===== src/rtl/offset_gain_corr_pkg.sv =====
// rtl/offset_gain_corr_pkg.sv - calibration FSM encoding and unity-gain helper for offset_gain_corr
package offset_gain_corr_pkg;

  typedef enum logic [1:0] {
    UNCAL    = 2'd0,
    CAL_WAIT = 2'd1,
    ACTIVE   = 2'd2
  } cal_state_t;

  function automatic int unsigned unity_gain(input int unsigned gf);
    return 32'd1 << gf;
  endfunction

endpackage


===== src/rtl/offset_gain_corr_sat_clip.sv =====
// rtl/offset_gain_corr_sat_clip.sv - module sat_clip: signed saturation from IW to OW bits with clip flag
module sat_clip #(
  parameter int IW = 25,
  parameter int OW = 24
) (
  input  logic signed [IW-1:0] din,
  output logic signed [OW-1:0] dout,
  output logic                 clip
);

  localparam logic signed [OW-1:0] MAX_V = {1'b0, {(OW-1){1'b1}}};
  localparam logic signed [OW-1:0] MIN_V = {1'b1, {(OW-1){1'b0}}};

  // Value fits when every bit from the output sign position upward matches.
  logic [IW-OW:0] top_bits;
  assign top_bits = din[IW-1:OW-1];

  always_comb begin
    clip = !((&top_bits) || !(|top_bits));
    dout = din[OW-1:0];
    if (clip) begin
      dout = din[IW-1] ? MIN_V : MAX_V;
    end
  end

endmodule


===== src/rtl/offset_gain_corr.sv =====
// rtl/offset_gain_corr.sv - offset/gain correction pipeline with calibration FSM and saturation count
// Optional gain stage enabled by macro OFFSET_GAIN_CORR_GAIN_EN (latency 3, else latency 2 with unity gain).
module offset_gain_corr
  import offset_gain_corr_pkg::*;
#(
  parameter int W   = 24,
  parameter int GF  = 14,
  parameter int SCW = 16
) (
  input  logic           clk,
  input  logic           rst_n,
  input  logic           cal_start,
  input  logic [W-1:0]   offset_in,
  input  logic           offset_load,
  input  logic [GF+1:0]  gain_in,
  input  logic           gain_load,
  input  logic [W-1:0]   din,
  input  logic           din_valid,
  output logic [W-1:0]   dout,
  output logic           dout_valid,
  output logic           sat_flag,
  output logic [SCW-1:0] sat_count,
  input  logic           sat_clr,
  output logic           calibrated
);

  cal_state_t state_q;
  logic signed [W-1:0] offset_q;
  logic                s1_valid;
  logic signed [W:0]   s1_diff;

  always_ff @(posedge clk or negedge rst_n) begin
    if (!rst_n) begin
      state_q    <= UNCAL;
      calibrated <= 1'b0;
    end else begin
      case (state_q)
        UNCAL: begin
          if (offset_load) begin
            state_q    <= ACTIVE;
            calibrated <= 1'b1;
          end else if (cal_start) begin
            state_q    <= CAL_WAIT;
          end
        end
        CAL_WAIT: begin
          if (offset_load) begin
            state_q    <= ACTIVE;
            calibrated <= 1'b1;
          end
        end
        ACTIVE: begin
          // offset_load wins over a simultaneous cal_start
          if (!offset_load && cal_start) begin
            state_q    <= CAL_WAIT;
            calibrated <= 1'b0;
          end
        end
        default: begin
          state_q    <= UNCAL;
          calibrated <= 1'b0;
        end
      endcase
    end
  end

  always_ff @(posedge clk or negedge rst_n) begin
    if (!rst_n) begin
      offset_q <= '0;
      s1_valid <= 1'b0;
      s1_diff  <= '0;
    end else begin
      if (offset_load) offset_q <= offset_in;
      s1_valid <= din_valid && (state_q != CAL_WAIT);
      if (din_valid) s1_diff <= {din[W-1], din} - {offset_q[W-1], offset_q};
    end
  end

`ifdef OFFSET_GAIN_CORR_GAIN_EN
  localparam int CW = W + 4;
  localparam int PW = W + GF + 4;
  localparam logic signed [PW-1:0] RND = PW'(1) << (GF - 1);

  logic        [GF+1:0] gain_q;
  logic        [GF+1:0] s1_gain;
  logic signed [PW-1:0] mul_a;
  logic signed [PW-1:0] mul_b;
  logic signed [PW-1:0] rounded;
  logic signed [CW-1:0] s2_next;
  logic        [GF-1:0] frac_unused;
  logic                 s2_valid;
  logic signed [CW-1:0] s2_val;

  assign mul_a   = s1_diff;
  assign mul_b   = {1'b0, s1_gain};
  assign rounded = mul_a * mul_b + RND;
  assign {s2_next, frac_unused} = rounded;

  always_ff @(posedge clk or negedge rst_n) begin
    if (!rst_n) begin
      gain_q   <= (GF+2)'(unity_gain(GF));
      s1_gain  <= (GF+2)'(unity_gain(GF));
      s2_valid <= 1'b0;
      s2_val   <= '0;
    end else begin
      if (gain_load) gain_q <= gain_in;
      // gain travels with its sample so a load never retimes an in-flight value
      if (din_valid) s1_gain <= gain_q;
      s2_valid <= s1_valid;
      if (s1_valid) s2_val <= s2_next;
    end
  end

  logic signed [CW-1:0] clip_in;
  logic                 clip_valid;
  assign clip_in    = s2_val;
  assign clip_valid = s2_valid;
`else
  localparam int CW = W + 1;

  logic unused_gain;
  assign unused_gain = ^{gain_in, gain_load};

  logic signed [CW-1:0] clip_in;
  logic                 clip_valid;
  assign clip_in    = s1_diff;
  assign clip_valid = s1_valid;
`endif

  logic signed [W-1:0] clip_out;
  logic                clip_hit;

  sat_clip #(
    .IW(CW),
    .OW(W)
  ) u_sat_clip (
    .din  (clip_in),
    .dout (clip_out),
    .clip (clip_hit)
  );

  always_ff @(posedge clk or negedge rst_n) begin
    if (!rst_n) begin
      dout       <= '0;
      dout_valid <= 1'b0;
      sat_flag   <= 1'b0;
      sat_count  <= '0;
    end else begin
      dout_valid <= clip_valid;
      sat_flag   <= clip_valid && clip_hit;
      if (clip_valid) dout <= clip_out;
      if (sat_clr) begin
        sat_count <= (clip_valid && clip_hit) ? SCW'(1) : '0;
      end else if (clip_valid && clip_hit && !(&sat_count)) begin
        sat_count <= sat_count + SCW'(1);
      end
    end
  end

endmodule


===== config.mk =====
export PLATFORM = sky130hd
export DESIGN_NAME = offset_gain_corr
export DESIGN_NICKNAME = d
export VERILOG_FILES = /design/src/rtl/offset_gain_corr_pkg.sv /design/src/rtl/offset_gain_corr_sat_clip.sv /design/src/rtl/offset_gain_corr.sv
export SDC_FILE = /design/constraint.sdc
export NUM_CORES = 1
export LEC_CHECK = 0
export ABC_AREA = 1
export BUFFER_PORTS_ARGS = -buffer_cell sky130_fd_sc_hd__clkbuf_2
export CORE_ASPECT_RATIO = 1.4
export CORE_MARGIN = 8
export CORE_UTILIZATION = 52
export CTS_BUF_LIST = sky130_fd_sc_hd__clkbuf_8
export CTS_CLUSTER_DIAMETER = 100
export CTS_CLUSTER_SIZE = 12
export DETAILED_ROUTE_END_ITERATION = 7
export MAX_ROUTING_LAYER = met4
export PLACE_DENSITY_LB_ADDON = 0.12
export SETUP_SLACK_MARGIN = 0.2
export SLEW_MARGIN = 20
export SYNTH_ARGS = -nofsm -noshare
export SYNTH_HDL_FRONTEND = slang
export SYNTH_SLANG_ARGS = --single-unit

===== constraint.sdc =====
create_clock -name clk -period 1.6 [get_ports clk]
set_input_delay 0.08 -clock clk [delete_from_list [all_inputs] [get_ports clk]]
set_output_delay 0.08 -clock clk [all_outputs]
set_load 0.02 [all_outputs]

======== Word-level counts from Yosys, hierarchy flattened ========
Index checks and enable logic that the tools add are counted.
Widths: inputs -> output; s select.
storage, ports and cells
  register bits ........................... 95
operators by class
  add/sub/neg operators ................... 2
  eq/ne operators ......................... 7
  multiplexer cells ....................... 13
  reduce and logical (&&, ||, !) cells .... 17
operator list
  kind                   count
  $mux 24                2
  $mux 16                2
  $sub 24x24->25         1
  $add 16x1->16 const B  1
  $reduce_and 16->1      1
  $mux 2                 4
  $pmux 2 s3             1
  $logic_and 1x1->1      4
  $logic_not 1->1        4
  $ne 2x1->1 const B     2
  $ne 2x2->1 const B     2
  $reduce_and 2->1       2
  $reduce_or 2->1        2
  $mux 1                 3
  $ne 3x3->1 const B     1
  $reduce_and 3->1       1
  $eq 2x1->1 const B     1
  $eq 2x2->1 const B     1
  $logic_not 2->1        1
  $pmux 1 s2             1
  $reduce_bool 2->1      1
  $logic_or 1x1->1       1

======== Longest topological paths before layout ========
Gate-level depths: netlist of run 1.
  depth after elaboration ................. 8
  mapped depth ............................ 13

======== Modules after synthesis ========
Synthesis of run 1 repeated with hierarchy kept, for this count alone.
unflattened totals
  cell total of the unflattened synthesis .. 819
  area total of the unflattened synthesis .. 6104.6 sq um
by module, submodules not included
  module            times used  cells each  area each (sq um)  sequential area each (sq um)
  offset_gain_corr  1           761         5694.2             2377.3
  sat_clip          1           58          410.4              0.0

======== Worst setup path before layout of run 1 ========
Ideal clock, no wire load.
  path type ............................... register to register
  start ................................... reg sat_count[0]
  end ..................................... reg sat_count[10]
  setup time .............................. 0.118 ns
  data arrival time ....................... 1.674 ns
  required time ........................... 1.482 ns
  path slack .............................. -0.192 ns
  cell stages (with the launch flop) ...... 12
  path buffers ............................ 1
  cells stage by stage .................... dfrtp_1 > ha_1 > nand2_1 > nor3_4 > nand2_1 > nor2_1 > nand2_1 > nand2_2 > nand2_2 > buf_2 > nand2_1 > nand2_1
on the way
  longest elaborated chain between the ends .. 4
  elaborated cells between the ends (all ways) .. 7
RTL lines
  what                                                                   line                     text
  start, declared                                                        offset_gain_corr.sv:22   output logic [SCW-1:0] sat_count,
  start signal, assigned                                                 offset_gain_corr.sv:153  sat_count <= (clip_valid && clip_hit) ? SCW'(1) : '0;
  start signal, assigned                                                 offset_gain_corr.sv:155  sat_count <= sat_count + SCW'(1);
  parallel branches: the longest is 4 deep, another holds $add 16x1->16  -
Parallel ways; which one is timed is not known. The select of a mux whose other input is x is not followed.
A chain may end at the register's enable or synchronous reset.

======== Final worst setup path of run 1 ========
  start ................................... reg offset_q[0]
  end ..................................... reg s1_diff[24] (netlist: clip_in[24])
on the way
  longest elaborated chain between the ends .. 1
RTL lines
  what                    line                    text
  start, declared         offset_gain_corr.sv:28  logic signed [W-1:0] offset_q;
  start signal, assigned  offset_gain_corr.sv:73  if (offset_load) offset_q <= offset_in;
  $sub 24x24->25          offset_gain_corr.sv:75  if (din_valid) s1_diff <= {din[W-1], din} - {offset_q[W-1], offset_q};
  end signal, assigned    offset_gain_corr.sv:75
  end, declared           offset_gain_corr.sv:30  logic signed [W:0] s1_diff;
No other way between the ends.

==> results of run 1 <==
[sequential cells by signal, indices dropped and copies added, names as in the netlist]
name and cells:
clip_valid 1, dout 24, calibrated 1, offset_q 24, dout_valid 1, state_q 2, clip_in 25, sat_flag 1
sat_count 16
[layout by cell type (no fill, tap or decap), drive strengths merged, types with 3 or more instances in the layout]
cell	count
clkinv	3
xor2	10
o21ai	35
dfrtp	95
ha	27
nor3	9
inv	137
buf	85
clkbuf	105
or2	3
a21oi	36
nand3	47
dlygate4sd3	27
nand4	14
nand2	337
nand3b	9
xnor2	5
nor2	72
[worst max-delay path: cells and delay by family (launching register included)]
kind                       cells  cell delay, ns
and+or+nand+nor                9            0.63
DFF                            1            0.41
buffers and inverters          1            0.08
adders and majority gates      2            0.56
[metal layers]
metal	vias to the layer above	share of wire, %
li1	3044	-
met1	2835	38
met2	175	53
met3	46	4.1
met4	0	4.2
met5	-	0
[metrics by stage]
| stage | std cells | hold slack, ns | util, % |
|---|---|---|---|
| final | 1206 | 0.0314 | 77.2 |
| after global routing | 1206 | 0.0301 | 77.2 |
| after CTS | 1195 | 0.0363 | 73.8 |
| after detailed placement | 1135 | 0.0980 | 64.9 |
| after global placement | 1135 | 0.0891 | 64.9 |
| after floorplan | 859 | -0.216 | - |
[repair_timing]
action / in CTS / in global routing
setup endpoints to repair: 62 / 63
gates resized for setup: 112 / 89
endpoints found under the hold margin: 60 / 0
pin swaps: 50 / 36
gates cloned: 3 / 1
setup buffers: 14 / 10
hold buffers: 27 / 0
[power by group]
| group | internal (uW) | leakage (uW) | switching (uW) |
|---|---|---|---|
| Combinational | 1590 | 0.00328 | 2220 |
| Sequential | 2860 | 0.00116 | 269 |
| Clock | 791 | 0.000105 | 946 |
| Total | 5240 | 0.00454 | 3440 |
[cells by family (layout without fill, tap and decap cells)]
| group | after synthesis | after routing |
|---|---|---|
| adders and majority gates | 28 | 28 |
| DFF | 95 | 95 |
| and+or+nand+nor | 492 | 492 |
| buffers and inverters | 156 | 359 |
| xor gates and xnor gates | 15 | 15 |
| AOI/OAI and AO/OA | 73 | 73 |
[final cells by class]
class	instances	share of cell area, %
Inverter	135	6.03
Sequential cell	95	27.6
Clock inverter	6	0.871
Clock buffer	10	1.60
Timing Repair inverter	1	0.102
Multi-Input combinational cell	608	44.4
Tap cell	144	2.09
Timing Repair Buffer	207	17.3
[worst paths after layout]
path	end	slack, ns	cells past startpoint
min in group asynchronous	offset_q[2]$_DFFE_PN0P_	0.21	2
max in group asynchronous	offset_q[15]$_DFFE_PN0P_	0.80	3
setup reg to reg	clip_in[24]$_DFFE_PN0P_	-0.20	12
hold / removal	offset_q[0]$_DFFE_PN0P_	0.03	3
hold reg to reg	clip_valid$_DFF_PN0_	0.47	1
setup / recovery	clip_in[24]$_DFFE_PN0P_	-0.20	12
==> impl_metrics.env, run 1 <==
export IMPL_ir_drop_mv=0.518
export IMPL_synth_fp_nets=958
export IMPL_cp_cell_sequence="ha_2, fa_2, inv_2, nand2_2, nand2_2, nand3_2, nand2_4, nand2_2, nand3_2, nand2_1, nand3_1, nand2_1"
export IMPL_grt_max_degree=47
export IMPL_rows=46
export IMPL_start_util_pct=52.4
export IMPL_cp_slowest_cell="dfrtp_1"
export IMPL_synth_common_cells="nand2_1 (335), inv_1 (131), dfrtp_1 (95), nor2_1 (72), nand3_1 (47)"
export IMPL_power_total_uw=8680
export IMPL_setup_slack_ns=-0.200
export IMPL_clockBufferDepth=2
export IMPL_grt_busiest_layer="met2"
export IMPL_cts_buffers=9
export IMPL_synthMuxAreaShare_pct=0
export IMPL_nets=1156
export IMPL_vias=6100
export IMPL_crit_fanout=4
export IMPL_fin_area_um2=8620
export IMPL_dr_first_iter_drc_count=367
export IMPL_num_io_pins=114
export IMPL_required_ns=1.86
export IMPL_area_growth_synth_to_final_pct=47.3
export IMPL_use_met3_pct=3.72
export IMPL_synth_cell_types=29
export IMPL_tns_ns=-2.07
export IMPL_yosysMostFrequentCell="nand2_1"
export IMPL_relSlewSlack_pct=64.6
export IMPL_power_density_nw_per_um2=1010
export IMPL_hp_start="offset_in[0]"
export IMPL_period_minus_slack_ns=1.80
export IMPL_startpoint="offset_q[0]$_DFFE_PN0P_"
export IMPL_hpwl_mm=12.4
export IMPL_ant_nets=0
export IMPL_cts_root_buf="clkbuf_8"
export IMPL_io_buffers=96
export IMPL_violations="negative setup slack"
export IMPL_crit_type="reg -> reg"
export IMPL_die_x_um=106
export IMPL_synth_edf_count=0
export IMPL_grt_overflow_total=0
export IMPL_crit_path_frequent_cell="nand2_2"
export IMPL_ys_seq_area_share_pct=40.6
export IMPL_synth_top_area_share_pct=40.6
export IMPL_synth_compound_gate_area_share_pct=6.35
export IMPL_final_hold_violation_count=0
export IMPL_multi_input_area_um2=3830
export IMPL_arrival_ns=2.06
export IMPL_synth_flop_cell="dfrtp_1"
export IMPL_drc_errors=0
export IMPL_die_h_um=142
export IMPL_synthAdderAreaFrac_pct=6.12
export IMPL_grt_antenna_before_repair=0
export IMPL_cts_max_level=3
export IMPL_grt_met2_usage_pct=43.0
export IMPL_met1_usage_pct=25.1
export IMPL_synth_area_top_cells="dfrtp_1 (41%), nand2_1 (21%), inv_1 (8.4%), ha_1 (5.8%), nor2_1 (4.6%)"
export IMPL_ys_seq_elements=95
export IMPL_viasPerCell=5.06
export IMPL_post_route_period_util_pct=113
export IMPL_rsz0062_at_grt="true"
export IMPL_synthArstFlopShare_pct=100
export IMPL_grt_use_total_pct=24.1
export IMPL_yosys_area_share_simple_pct=34.5
export IMPL_leakagePower_uw=0.00454
export IMPL_fill_cells=834
export IMPL_synth_xor_area_share_pct=2.25
export IMPL_clk_latency_ns=0.39
export IMPL_synth_top_family_by_area="simple AND/OR/NAND/NOR gates"
export IMPL_worstSetupStartpointType="register"
export IMPL_syn_area_um2=5850
export IMPL_worstSetupEndpointType="register"
export IMPL_clock_sinks=95
export IMPL_dr_pass1_iters=5
export IMPL_dieArea_um2=14900
export IMPL_syn_avg_cell_area_um2=6.81
export IMPL_cap_viol_max_count=0
export IMPL_synth_top_cell_by_area="dfrtp_1"
export IMPL_grt_pass1_vias=6166
export IMPL_wl_mm=17.9
export IMPL_gp_congestion=0.972
export IMPL_drive_gt1_share_pct=38.0
export IMPL_area_sequential_um2=2380
export IMPL_grt_pass1_wl_mm=28.7
export IMPL_path_clk_slew_ns=0.12
export IMPL_hp_class="in -> reg"
export IMPL_pre_cts_ws_ns=-0.144
export IMPL_fmax_ghz=0.555
export IMPL_drv_slew=0
export IMPL_ys_warn_count=0
export IMPL_setup_viol=21
export IMPL_worstReg2RegStart="offset_q[0]$_DFFE_PN0P_"
export IMPL_place_area_um2=7250
export IMPL_tightest_slew_ns=0.531
export IMPL_finClkSkew_ns=0.0270
export IMPL_cts_tree="yes"
export IMPL_avgRoutedWirePerCell_um=14.8
export IMPL_max_stage_delay_ns=0.41
export IMPL_postSynthCellCount=859
export IMPL_core_um2=11200
export IMPL_status="finished, violations left"
export IMPL_diodes=0
Power figures use the tool's default switching activity.
==> run 2, diff against run 1 <==
CELL_PAD_IN_SITES_DETAIL_PLACEMENT = 1   (was not set)
CELL_PAD_IN_SITES_GLOBAL_PLACEMENT = 1   (was not set)
CORE_UTILIZATION = 37   (was 52)
==> run 2 against run 1 <==
The flow still finishes with violations (negative setup slack); routed wire length rose by 23%; largest cell class unchanged; flip-flop and latch count stayed put; hold slack improved by 0.0072 ns; register-to-register slack barely moved; sequential power grew 1%.
==> impl_metrics.env, run 2 (same netlist as run 1, synthesis figures left out) <==
export IMPL_status="finished, violations left"
export IMPL_violations="negative setup slack"
export IMPL_dieArea_um2=20100
export IMPL_ant_nets=0
export IMPL_startpoint="offset_q[0]$_DFFE_PN0P_"
export IMPL_clockBufferDepth=2
export IMPL_leakagePower_uw=0.00466
export IMPL_fin_area_um2=8920
export IMPL_hpwl_mm=15.1
export IMPL_post_route_period_util_pct=112
export IMPL_pwr_share_comb_pct=46.5
export IMPL_final_hold_violation_count=0
export IMPL_place_area_um2=7410
export IMPL_worstSetupStartpointType="register"
export IMPL_clock_sinks=95
export IMPL_fmax_ghz=0.557
export IMPL_grt_max_degree=47
export IMPL_grt_pass1_vias=6884
export IMPL_setup_viol=29
export IMPL_power_density_nw_per_um2=1020
export IMPL_reg2reg_to="clip_in[16]$_DFFE_PN0P_"
export IMPL_grt_pass1_wl_mm=34.3
export IMPL_relSlewSlack_pct=69.1
export IMPL_grt_antenna_before_repair=0
export IMPL_avgRoutedWirePerCell_um=17.3
export IMPL_cts_max_level=3
export IMPL_hp_class="in -> reg"
export IMPL_switchingPower_uw=3720
export IMPL_final_cells=1271
export IMPL_arrival_ns=2.06
export IMPL_required_ns=1.87
export IMPL_wl_mm=22.0
export IMPL_cts_buffers=9
export IMPL_switching_share_pct=40.8
export IMPL_rows=54
export IMPL_start_util_pct=37.6
export IMPL_finClkSkew_ns=0.0131
export IMPL_gp_congestion=0.906
export IMPL_power_frac_seq_pct=34.8
export IMPL_final_util_pct=57.4
export IMPL_ir_drop_mv=0.547
export IMPL_grt_use_total_pct=22.3
export IMPL_p_int_uw=5390
export IMPL_dr_pass1_iters=4
export IMPL_crit_end="clip_in[16]$_DFFE_PN0P_"
export IMPL_cap_viol_max_count=0
export IMPL_multi_input_area_um2=3880
export IMPL_viasPerCell=4.93
export IMPL_area_sequential_um2=2380
export IMPL_drv_slew=0
export IMPL_io_buffers=96
export IMPL_vias=6269
export IMPL_drc_errors=0
export IMPL_tns_ns=-2.52
export IMPL_drive_gt1_share_pct=38.9
export IMPL_crit_type="reg -> reg"
export IMPL_die_x_um=122
export IMPL_area_growth_synth_to_final_pct=52.5
export IMPL_grt_overflow_total=0
export IMPL_worstSetupEndpointType="register"
export IMPL_pre_cts_ws_ns=-0.168
export IMPL_final_cell_mix="nand2_1 (269), inv_1 (105), clkbuf_2 (95), dfrtp_1 (93), buf_4 (77)"
export IMPL_diodes=0
export IMPL_fill_cells=1943
export IMPL_clk_latency_ns=0.38
export IMPL_hp_start="offset_in[0]"
export IMPL_path_clk_slew_ns=0.10
export IMPL_dr_first_iter_drc_count=246
export IMPL_cts_tree="yes"
export IMPL_tightest_slew_ns=0.464
export IMPL_nets=1169
export IMPL_pwr_share_clk_pct=18.7
export IMPL_crit_fanout=4
export IMPL_rsz0062_at_grt="true"
export IMPL_worstReg2RegStart="offset_q[0]$_DFFE_PN0P_"
export IMPL_die_h_um=165
export IMPL_core_um2=15500
export IMPL_cts_root_buf="clkbuf_8"
export IMPL_r2r_cells=12
export IMPL_worst_r2r_setup_slack_ns=-0.20
export IMPL_num_io_pins=114
export IMPL_largest_reg_flops=25
export IMPL_dp_cells=1197
export IMPL_setup_slack_ns=-0.195
export IMPL_period_minus_slack_ns=1.80
export IMPL_layout_commonest_cell="nand2_1"
-- run 2: how the worst min path moves through the flow --
stage	end	slack, ns	cells past startpoint
after global placement	sat_count[10]$_DFFE_PN0P_	0.07	1
final	offset_q[0]$_DFFE_PN0P_	0.04	3
after global routing	offset_q[0]$_DFFE_PN0P_	0.03	3
after CTS	offset_q[0]$_DFFE_PN0P_	0.04	3
after floorplan	calibrated$_DFFE_PN0P_	-0.22	0
after detailed placement	sat_count[10]$_DFFE_PN0P_	0.06	1
-- run 2: through the flow --
stage / hold WS, ns / total power [uW]
floorplan: -0.216 / 5010
global placement: 0.0677 / 6170
detailed placement: 0.0628 / 6280
CTS: 0.0417 / 8840
global route: 0.0307 / 9660
finish: 0.0385 / 9110
-- run 2: routing by layer --
metal | vias up | part of all wire (%) | track usage, % | routed length (um)
met4 | 0 | 4.0 | 9.17 | 876
met1 | 3042 | 38 | 22.9 | 8320
li1 | 3058 | - | - | -
met5 | - | 0 | - | 0
met3 | 45 | 2.8 | 2.74 | 613
met2 | 124 | 55 | 41.9 | 12200
-- run 2: area by class of cell --
class | count | share of cell area [%]
multi-input combinational | 608 | 43.5
sequential | 95 | 26.7
timing repair buffer | 221 | 19.0
inverter | 135 | 5.90
tap | 196 | 2.75
clock buffer | 9 | 1.39
clock inverter | 7 | 0.813
-- run 2: timing repair --
action / 4_1_cts / 5_1_grt
gates resized for setup: 141 / 70
setup endpoints to repair: 62 / 62
hold buffers: 27 / 0
cloned: 5 / 0
endpoints found under the hold margin: 54 / 0
buffers inserted: 18 / 8
pin swaps: 42 / 29
-- run 2: worst max-delay path, cell delays in order, from the launching register on --
cell and delay [ns]:
dfrtp_1 0.43, ha_4 0.18, fa_2 0.36, inv_2 0.09, nand2_2 0.06, nand2_2 0.06
nand3_2 0.07, nand2_4 0.12, a21oi_2 0.07, inv_1 0.05, nand2_1 0.05, nand3_1 0.09
nand2_1 0.06
-- run 2: power by group through the flow --
stage / Clock (uW) / Sequential, uW / Combinational, uW
floorplan: 0 / 3460 / 1540
global placement: 0 / 3180 / 3000
finish: 1700 / 3170 / 4240
CTS: 1750 / 3160 / 3940
global route: 1840 / 3230 / 4590
detailed placement: 0 / 3200 / 3080
